## config.mk

```make
export PLATFORM = sky130hd
export DESIGN_NAME = calculator_core
export DESIGN_NICKNAME = d
export VERILOG_FILES = /design/src/rtl/calculator_pkg.sv /design/src/rtl/calculator_muldiv.sv /design/src/rtl/calculator_core.sv
export SDC_FILE = /design/constraint.sdc
export NUM_CORES = 1
export LEC_CHECK = 0
export CORE_UTILIZATION = 62
export DETAILED_ROUTE_END_ITERATION = 12
export GPL_TIMING_DRIVEN = 0
export PLACE_DENSITY = 0.95
export SYNTH_ARGS = -nofsm -noshare
export SYNTH_HDL_FRONTEND = slang
export SYNTH_SLANG_ARGS = --single-unit
```

## constraint.sdc

```tcl
create_clock -name clk -period 7.54 [get_ports clk]
set_clock_uncertainty 0.05 [all_clocks]
set_input_delay 1.508 -clock clk [delete_from_list [all_inputs] [get_ports clk]]
set_output_delay 1.508 -clock clk [all_outputs]
set_load 0.05 [all_outputs]
```

## src/rtl/calculator_pkg.sv

```systemverilog
// Shared constants and encodings for the calculator core and its iterative mul/div engine.
package calculator_pkg;

    localparam int CALC_WIDTH = 16;
    localparam int CALC_ITER  = 16;

    typedef enum logic [1:0] {
        ST_IDLE    = 2'b00,
        ST_COMPUTE = 2'b01,
        ST_DONE    = 2'b10
    } state_t;

    typedef enum logic [1:0] {
        OP_ADD = 2'b00,
        OP_SUB = 2'b01,
        OP_MUL = 2'b10,
        OP_DIV = 2'b11
    } op_t;

endpackage

```

## src/rtl/calculator_muldiv.sv

```systemverilog
// Iterative shift-add multiplier / restoring divider sharing one hi:lo shift register pair.
// done/result/overflow reflect the final iteration so the caller can capture them on that same edge.
module calculator_muldiv
    import calculator_pkg::*;
#(
    parameter int WIDTH = CALC_WIDTH,
    parameter int ITER  = CALC_ITER
) (
    input  logic             clk,
    input  logic             reset,
    input  logic             start,
    input  op_t              op,
    input  logic [WIDTH-1:0] a,
    input  logic [WIDTH-1:0] b,
    output logic             busy,
    output logic             done,
    output logic [WIDTH-1:0] result,
    output logic             overflow
);

    localparam int CNT_W = $clog2(ITER);

    logic             div_mode_r;
    logic [WIDTH-1:0] hi_r;
    logic [WIDTH-1:0] lo_r;
    logic [WIDTH-1:0] opd_r;
    logic [CNT_W-1:0] count_r;
    logic             busy_r;

    logic [WIDTH:0]   mul_sum_s;
    logic [WIDTH:0]   rem_sh_s;
    logic [WIDTH:0]   rem_diff_s;
    logic [WIDTH-1:0] hi_nxt_s;
    logic [WIDTH-1:0] lo_nxt_s;

    // One iteration step; for division, bit WIDTH of the difference is the borrow.
    always_comb begin
        mul_sum_s  = {1'b0, hi_r} + {1'b0, opd_r};
        rem_sh_s   = {hi_r, lo_r[WIDTH-1]};
        rem_diff_s = rem_sh_s - {1'b0, opd_r};
        hi_nxt_s   = hi_r;
        lo_nxt_s   = lo_r;
        if (div_mode_r) begin
            if (!rem_diff_s[WIDTH]) begin
                hi_nxt_s = rem_diff_s[WIDTH-1:0];
                lo_nxt_s = {lo_r[WIDTH-2:0], 1'b1};
            end else begin
                hi_nxt_s = rem_sh_s[WIDTH-1:0];
                lo_nxt_s = {lo_r[WIDTH-2:0], 1'b0};
            end
        end else begin
            if (lo_r[0]) begin
                hi_nxt_s = mul_sum_s[WIDTH:1];
                lo_nxt_s = {mul_sum_s[0], lo_r[WIDTH-1:1]};
            end else begin
                hi_nxt_s = {1'b0, hi_r[WIDTH-1:1]};
                lo_nxt_s = {hi_r[0], lo_r[WIDTH-1:1]};
            end
        end
    end

    // Operand capture, iteration counter and shift register update.
    always_ff @(posedge clk) begin
        if (reset) begin
            div_mode_r <= 1'b0;
            hi_r       <= '0;
            lo_r       <= '0;
            opd_r      <= '0;
            count_r    <= '0;
            busy_r     <= 1'b0;
        end else if (start) begin
            div_mode_r <= (op == OP_DIV);
            hi_r       <= '0;
            lo_r       <= a;
            opd_r      <= b;
            count_r    <= '0;
            busy_r     <= 1'b1;
        end else if (busy_r) begin
            hi_r <= hi_nxt_s;
            lo_r <= lo_nxt_s;
            if (count_r == CNT_W'(ITER - 1)) begin
                count_r <= '0;
                busy_r  <= 1'b0;
            end else begin
                count_r <= count_r + {{(CNT_W-1){1'b0}}, 1'b1};
            end
        end else begin
            busy_r <= 1'b0;
        end
    end

    assign busy     = busy_r;
    assign done     = busy_r && (count_r == CNT_W'(ITER - 1));
    assign result   = lo_nxt_s;
    assign overflow = div_mode_r ? 1'b0 : (hi_nxt_s != '0);

endmodule

```

## src/rtl/calculator_core.sv

```systemverilog
// Operand registers, load/start arbitration, add/sub and the top FSM of the calculator.
// All renderer-facing outputs are registers; C only changes when a final result is known.
module calculator_core
    import calculator_pkg::*;
#(
    parameter int WIDTH = CALC_WIDTH,
    parameter int ITER  = CALC_ITER
) (
    input  logic             clk,
    input  logic             reset,
    input  logic [WIDTH-1:0] sw,
    input  logic             load_a,
    input  logic             load_b,
    input  logic             start,
    input  logic [1:0]       op_sel,
    output logic [WIDTH-1:0] A,
    output logic [WIDTH-1:0] B,
    output logic [WIDTH-1:0] C,
    output logic             flag,
    output logic             busy,
    output logic             done
);

    state_t           state_r;
    logic [WIDTH-1:0] a_r;
    logic [WIDTH-1:0] b_r;
    logic [WIDTH-1:0] c_r;
    logic             flag_r;
    logic             busy_r;
    logic             done_r;

    op_t              op_s;
    logic             any_load_s;
    logic             accept_s;
    logic             md_start_s;
    logic [WIDTH:0]   add_sum_s;
    logic [WIDTH-1:0] sub_diff_s;

    logic             md_busy_s;
    logic             md_done_s;
    logic [WIDTH-1:0] md_result_s;
    logic             md_overflow_s;

    // Start arbitration: loads win over start, and start is only honoured outside COMPUTE.
    always_comb begin
        op_s       = op_t'(op_sel);
        any_load_s = load_a | load_b;
        accept_s   = 1'b0;
        md_start_s = 1'b0;
        add_sum_s  = {1'b0, a_r} + {1'b0, b_r};
        sub_diff_s = a_r - b_r;
        if ((state_r != ST_COMPUTE) && start && !any_load_s) begin
            accept_s   = 1'b1;
            md_start_s = (op_s == OP_MUL) || ((op_s == OP_DIV) && (b_r != '0));
        end else begin
            accept_s   = 1'b0;
            md_start_s = 1'b0;
        end
    end

    calculator_muldiv #(
        .WIDTH (WIDTH),
        .ITER  (ITER)
    ) u_muldiv (
        .clk      (clk),
        .reset    (reset),
        .start    (md_start_s),
        .op       (op_s),
        .a        (a_r),
        .b        (b_r),
        .busy     (md_busy_s),
        .done     (md_done_s),
        .result   (md_result_s),
        .overflow (md_overflow_s)
    );

    // Top FSM with registered operands, result, flag and handshake.
    always_ff @(posedge clk) begin
        if (reset) begin
            state_r <= ST_IDLE;
            a_r     <= '0;
            b_r     <= '0;
            c_r     <= '0;
            flag_r  <= 1'b0;
            busy_r  <= 1'b0;
            done_r  <= 1'b0;
        end else begin
            case (state_r)
                ST_IDLE, ST_DONE: begin
                    done_r <= 1'b0;
                    busy_r <= 1'b0;
                    if (any_load_s) begin
                        if (load_a) a_r <= sw;
                        if (load_b) b_r <= sw;
                        state_r <= ST_IDLE;
                    end else if (accept_s) begin
                        flag_r <= 1'b0;
                        case (op_s)
                            OP_ADD: begin
                                c_r     <= add_sum_s[WIDTH-1:0];
                                flag_r  <= add_sum_s[WIDTH];
                                done_r  <= 1'b1;
                                state_r <= ST_DONE;
                            end
                            OP_SUB: begin
                                c_r     <= sub_diff_s;
                                flag_r  <= (a_r < b_r);
                                done_r  <= 1'b1;
                                state_r <= ST_DONE;
                            end
                            OP_DIV: begin
                                if (b_r == '0) begin
                                    c_r     <= {WIDTH{1'b1}};
                                    flag_r  <= 1'b1;
                                    done_r  <= 1'b1;
                                    state_r <= ST_DONE;
                                end else begin
                                    busy_r  <= 1'b1;
                                    state_r <= ST_COMPUTE;
                                end
                            end
                            default: begin
                                busy_r  <= 1'b1;
                                state_r <= ST_COMPUTE;
                            end
                        endcase
                    end else begin
                        state_r <= state_r;
                    end
                end
                ST_COMPUTE: begin
                    done_r <= 1'b0;
                    if (md_done_s) begin
                        c_r     <= md_result_s;
                        flag_r  <= md_overflow_s;
                        busy_r  <= 1'b0;
                        done_r  <= 1'b1;
                        state_r <= ST_DONE;
                    end else if (!md_busy_s) begin
                        // Engine lost its job: report an error instead of hanging in COMPUTE.
                        c_r     <= {WIDTH{1'b1}};
                        flag_r  <= 1'b1;
                        busy_r  <= 1'b0;
                        done_r  <= 1'b1;
                        state_r <= ST_DONE;
                    end else begin
                        busy_r <= 1'b1;
                    end
                end
                default: begin
                    state_r <= ST_IDLE;
                    busy_r  <= 1'b0;
                    done_r  <= 1'b0;
                end
            endcase
        end
    end

    assign A    = a_r;
    assign B    = b_r;
    assign C    = c_r;
    assign flag = flag_r;
    assign busy = busy_r;
    assign done = done_r;

endmodule

```

### Word-level counts from Yosys, hierarchy flattened

Index checks and enable logic that the tools add are counted.

* register bits: 107
* latch bits: 0
* bits in writable memories: 0
* ROM bits: 0
* bits of input ports: 23
* memories: 0

* $add $sub $neg: 5
* multipliers: 0
* divide/modulo/power cells: 0
* magnitude comparators: 1
* equal/unequal tests: 13
* shift-type cells: 0
* muxes and demuxes: 49
* bitwise logic cells: 1
* reductions and logical operators: 21

Operators by type and width (count)
* 16-bit two-way mux: 12
* 16-bit one-hot mux with 3 select lines: 1
* 16-bit by 16-bit adder with 17-bit output: 2
* 16-bit one-hot mux with 2 select lines: 1
* 16-bit nonzero test: 2
* 1-bit two-way mux: 21
* 17-bit by 16-bit subtractor with 17-bit output: 1
* 16-bit zero test: 1
* 16-bit < comparator: 1
* 16-bit subtractor: 1
* 2-bit two-way mux: 5
* 1-bit one-hot mux with 2 select lines: 5
* 3-bit inequality test, second input constant: 3
* 2-bit one-hot mux with 2 select lines: 2
* 2-bit equality test, second input constant: 3
* 3-bit AND reduction: 2
* 6-bit AND reduction: 1
* 2-bit OR reduction: 3
* 4-bit by 1-bit adder with 4-bit output, second input constant: 1
* 2-bit by 1-bit equality test with 1-bit output, second input constant: 2
* 4-bit equality test, second input constant: 1
* 1-bit logical AND: 4
* 2-bit zero test: 2
* 4-bit two-way mux: 1
* 10 further kinds: 12

### Logic depth before layout (Yosys ltp)

* depth after elaboration: 7
* gate-level depth with buffers: 15

### Hierarchy

From an unflattened synthesis, not the netlist that was laid out.

* cell total of the unflattened synthesis: 1102
* area total of the unflattened synthesis: 8488.1 µm²

Modules (own cells, without submodules)
* calculator_muldiv: instances 1, cells each 587, area each 4640.7 µm², sequential area each 1081.0 µm²
* calculator_core: instances 1, cells each 515, area each 3847.4 µm², sequential area each 1061.0 µm²

### Worst setup path after synthesis

No wires, ideal clock.

* kind: flip-flop to flip-flop
* from: register u_muldiv.lo_r[15]
* to: register flag_r, in the netlist flag
* setup time: 128 ps
* arrival time: 3091 ps
* slack: 4271 ps
* stages on the path, launching flop included: 15
* path buffers: 0
* path through: dfxtp_1 > inv_1 > ha_1 > fa_1 > nand2b_1 > a21o_4 > a31oi_4 > a21o_4 > a31oi_4 > nor2_4 > mux2_4 > a211oi_2 > nand4_1 > nor4_1 > a211oi_1

* longest elaborated chain between the ends: 7

RTL lines
* from (decl): RTL line calculator_muldiv.sv:25 `logic [WIDTH-1:0] lo_r;`
* from (signal assigned): RTL line calculator_muldiv.sv:80 `lo_r <= lo_nxt_s;`
* 17-bit by 16-bit subtractor with 17-bit output: RTL line calculator_muldiv.sv:40 `rem_diff_s = rem_sh_s - {1'b0, opd_r};`
* 16-bit two-way mux *: RTL line calculator_muldiv.sv:44 `if (!rem_diff_s[WIDTH]) begin`
* 16-bit two-way mux *: RTL line calculator_muldiv.sv:43 `if (div_mode_r) begin`
* 16-bit nonzero test *: RTL line calculator_muldiv.sv:95 `assign overflow = div_mode_r ? 1'b0 : (hi_nxt_s != '0);`
* 1-bit two-way mux *: RTL line calculator_muldiv.sv:95
* 1-bit two-way mux *: RTL line calculator_core.sv:133 `if (md_done_s) begin`
* 1-bit one-hot mux with 2 select lines *: RTL line calculator_core.sv:88 `case (state_r)`
* to (signal assigned): RTL line calculator_core.sv:101 `flag_r <= add_sum_s[WIDTH];`
* to (signal assigned): RTL line calculator_core.sv:107 `flag_r <= (a_r < b_r);`
* to (signal assigned): RTL line calculator_core.sv:135 `flag_r <= md_overflow_s;`
* to (decl): RTL line calculator_core.sv:28 `logic flag_r;`

Mark *: on every way between the ends. The rest lies on a longest branch, timed or not.
A chain may end at the register's enable or synchronous reset.

### Final worst setup path

Ends and elaborated chain as after synthesis.

==> metrics <==
critical path's top delay family=compound AO/OA/AOI/OAI gates; min Tclk post-route=4.056 ns; die area=13,330 um2; R2R Path End=flag; post-synthesis async set-or-reset flop share=0%; Arr. time, crit path=4.23 ns; first-pass GRT wire length=40,280 um; Finished Cell Area=~9200 um2; Worst-Margin Slew=0.8245 ns; routed vias/inst=between 6 and 7; maximum clock frequency=246.5 MHz; Area Growth Syn to Fin=15.08%; HP Class=reg -> reg; CP bufs+invs=1; CP max stage cell=fa_1; CTS Root Cell=clkbuf_16; critical path fanouts, max=10; Hold Path Sink=C[11]; Net Count, Synth=roughly 1,200; leakage=around 3.5 nW; Mapped Cells=1,068; I/O Pins=74; CP startpoint kind=flop; status=finished clean; initial core utilization=63.51%; Antenna diodes=0; R2R Path Start=u_muldiv.lo_r[15]; hold path start=C[11]; All-Layer GR Usage=38.67%; WL per Instance=18.96 um; FF+latch count, synth=107; Top FF cell, synth=dfxtp_1; Clock Latency Late Sink=between 0.3 and 0.4 ns; 1st-iter DRT viols=997; Avg Cell Area, Syn=about 7.5 um2; Critical Path RT=7.72 ns; Synth warnings=0; CTS tree=built; share of cells above drive strength 1=3.466%; RSZ-0062 raised after global routing=no; core footprint=12,570 um2; TritonRoute pass-1 iters=5; maximum vdd drop=0.1384 mV; H-tree levels=3; dpl hpwl=18,590 um; Final setup viols=0; Reg clk slew, reported paths=~0.070 ns; largest net degree at the start of global routing=19; Num CTS Buffers=9; Nets=1,241; port bufs=70; total congestion overflow=0; Crit Path Class=reg -> reg; Slew HR=45.03%; final setup TNS=0 ns; P per Cell Area=162.1 nW/um2; reg2reg setup slack=around 3.5 ns; Clock Path Buffers=2; Tot Pwr=~1.5 mW; antenna violations before repair=0; post-route ant nets=0; post-synthesis sequential area ratio=a little over a quarter; FF-to-FF path depth=14; period utilization=53.80%; Vias=8,405; post-CTS sizing=0; area of the mapped netlist=7983 um2; setup bufs post-CTS=0; routability cong.=1.039; placed cell area=slightly below 9000 um2; die height=115.5 um; Residual DRC=0; Total Wirelength=25,150 um; Hold Vio Cnt, Final=0; vias in the first global route=8,181; clock net sink count=107; Slew Viols, Final=0; Max Cap Viol=0; post-synthesis cell type count=between 60 and 70; EDFF count, synth=0; Hold Buf Count CTS=0; Std-Cell Rows=41; cells along the critical path=inv_1 > ha_1 > fa_1 > nand2b_1 > a21o_4 > a31oi_4 > a21o_4 > a31oi_4 > nor2_4 > mux2_4 > a211oi_2 > nand4_1 > nor4_1 > a211oi_1; Crit path largest cell delay=0.46 ns; Die Span X=115.5 um; hold path cells=2; Crit. End Element=flop
==> Yosys cell counts (7+ instances only) <==
| cell type | instances | area, um2 |
|---|---|---|
| a211oi_1 | 29 | 217.7 |
| a21o_1 | 10 | 75.07 |
| a21oi_1 | 136 | 680.7 |
| a221oi_1 | 12 | 105.1 |
| a31oi_1 | 9 | 56.30 |
| and3_1 | 7 | 43.79 |
| buf_1 | 8 | 30.03 |
| clkbuf_1 | 50 | 187.7 |
| dfxtp_1 | 107 | 2142 |
| ha_1 | 65 | 813.3 |
| inv_1 | 61 | 229.0 |
| mux2i_1 | 28 | 280.3 |
| nand2_1 | 144 | 540.5 |
| nand2b_1 | 15 | 93.84 |
| nand3_1 | 13 | 65.06 |
| nand4_1 | 8 | 50.05 |
| nor2_1 | 108 | 405.4 |
| nor2b_1 | 18 | 112.6 |
| nor3_1 | 19 | 95.09 |
| nor4_1 | 10 | 62.56 |
| o211ai_1 | 11 | 82.58 |
| o21ai_0 | 29 | 145.1 |
| o21ai_1 | 14 | 70.07 |
| o21bai_1 | 8 | 60.06 |
| o22ai_1 | 12 | 75.07 |
| o31ai_1 | 8 | 60.06 |
| or3_1 | 10 | 62.56 |
| xnor2_1 | 31 | 271.5 |
| xor2_1 | 16 | 140.1 |
==> stage by stage <==
stage	std cells	hold slack (ns)	util [%]	worst slack [ns]
CTS	1326	0.4300	73.09	3.541
global placement	1310	0.3980	70.80	3.560
global route	1326	0.4385	73.09	3.313
detailed placement	1310	0.4115	70.80	3.515
finish	1326	0.4287	73.09	3.484
floorplan	1068	0.4036	-	4.271
==> worst register-to-register path, stage by stage, from the launching register on <==
cell	delay, ns
dfxtp_1	0.43
inv_1	0.07
ha_1	0.22
fa_1	0.46
nand2b_1	0.21
a21o_4	0.24
a31oi_4	0.26
a21o_4	0.20
a31oi_4	0.19
nor2_4	0.33
mux2_4	0.37
a211oi_2	0.25
nand4_1	0.14
nor4_1	0.37
a211oi_1	0.14
==> area by class of cell <==
| class | instances | area (um2) |
|---|---|---|
| buffer | 60 | 227.7 |
| clock buffer | 10 | 239.0 |
| clock inverter | 6 | 48.80 |
| fill | 953 | 3382 |
| inverter | 61 | 229.0 |
| multi-input combinational | 840 | 5384 |
| sequential | 107 | 2142 |
| tap | 172 | 215.2 |
| timing repair buffer | 70 | 700.7 |
==> cell usage in the layout (no fill, tap or decap), types with 31 or more instances in the layout <==
cell	count
dfxtp_1	107
nor2_1	108
clkbuf_1	50
clkdlybuf4s50_1	70
a21oi_1	136
xnor2_1	31
inv_1	61
nand2_1	144
ha_1	65
==> worst max-delay path by stage <==
stage	start	to	slack, ns	cells past startpoint
2_1_floorplan	u_muldiv.lo_r[15]	flag	4.27	14
3_3_place_gp	start	u_muldiv.lo_r[11]	3.56	8
3_5_place_dp	load_b	u_muldiv.lo_r[12]	3.51	8
4_1_cts	u_muldiv.lo_r[15]	flag	3.54	14
5_1_grt	u_muldiv.lo_r[15]	flag	3.31	14
6_report	u_muldiv.lo_r[15]	flag	3.48	14
==> cells by family after synthesis <==
family	count (synthesis)	share of synthesized area [%]
xor gates and xnor gates	47	5.157
DFF	107	26.83
muxes	33	4.263
AOI/OAI and AO/OA	321	26.00
buffers and inverters	121	5.721
adders and majority gates	69	11.19
and+or+nand+nor	370	20.83
==> routing by layer <==
metal,vias up,share of wire (%),global-route usage [%]
li1,3933,-,-
met1,3895,39,46.11
met2,465,47,65.15
met3,112,9.3,6.119
met4,0,5.7,24.50
met5,-,0,0
==> flip-flops by register name (all words and copies together), names as in the netlist <==
signal,count
u_muldiv.lo_r,16
u_muldiv.hi_r,16
B,16
u_muldiv.div_mode_r,1
done,1
u_muldiv.count_r,4
flag,1
busy,1
A,16
u_muldiv.busy,1
u_muldiv.opd_r,16
state_r,2
C,16
==> where the power goes <==
group          total [mW]  internal, mW  switching (mW)
clock network       0.463         0.236           0.227
logic               0.410         0.152           0.258
registers           0.615         0.586          0.0298
No activity file was read; power rests on OpenSTA's default activity.
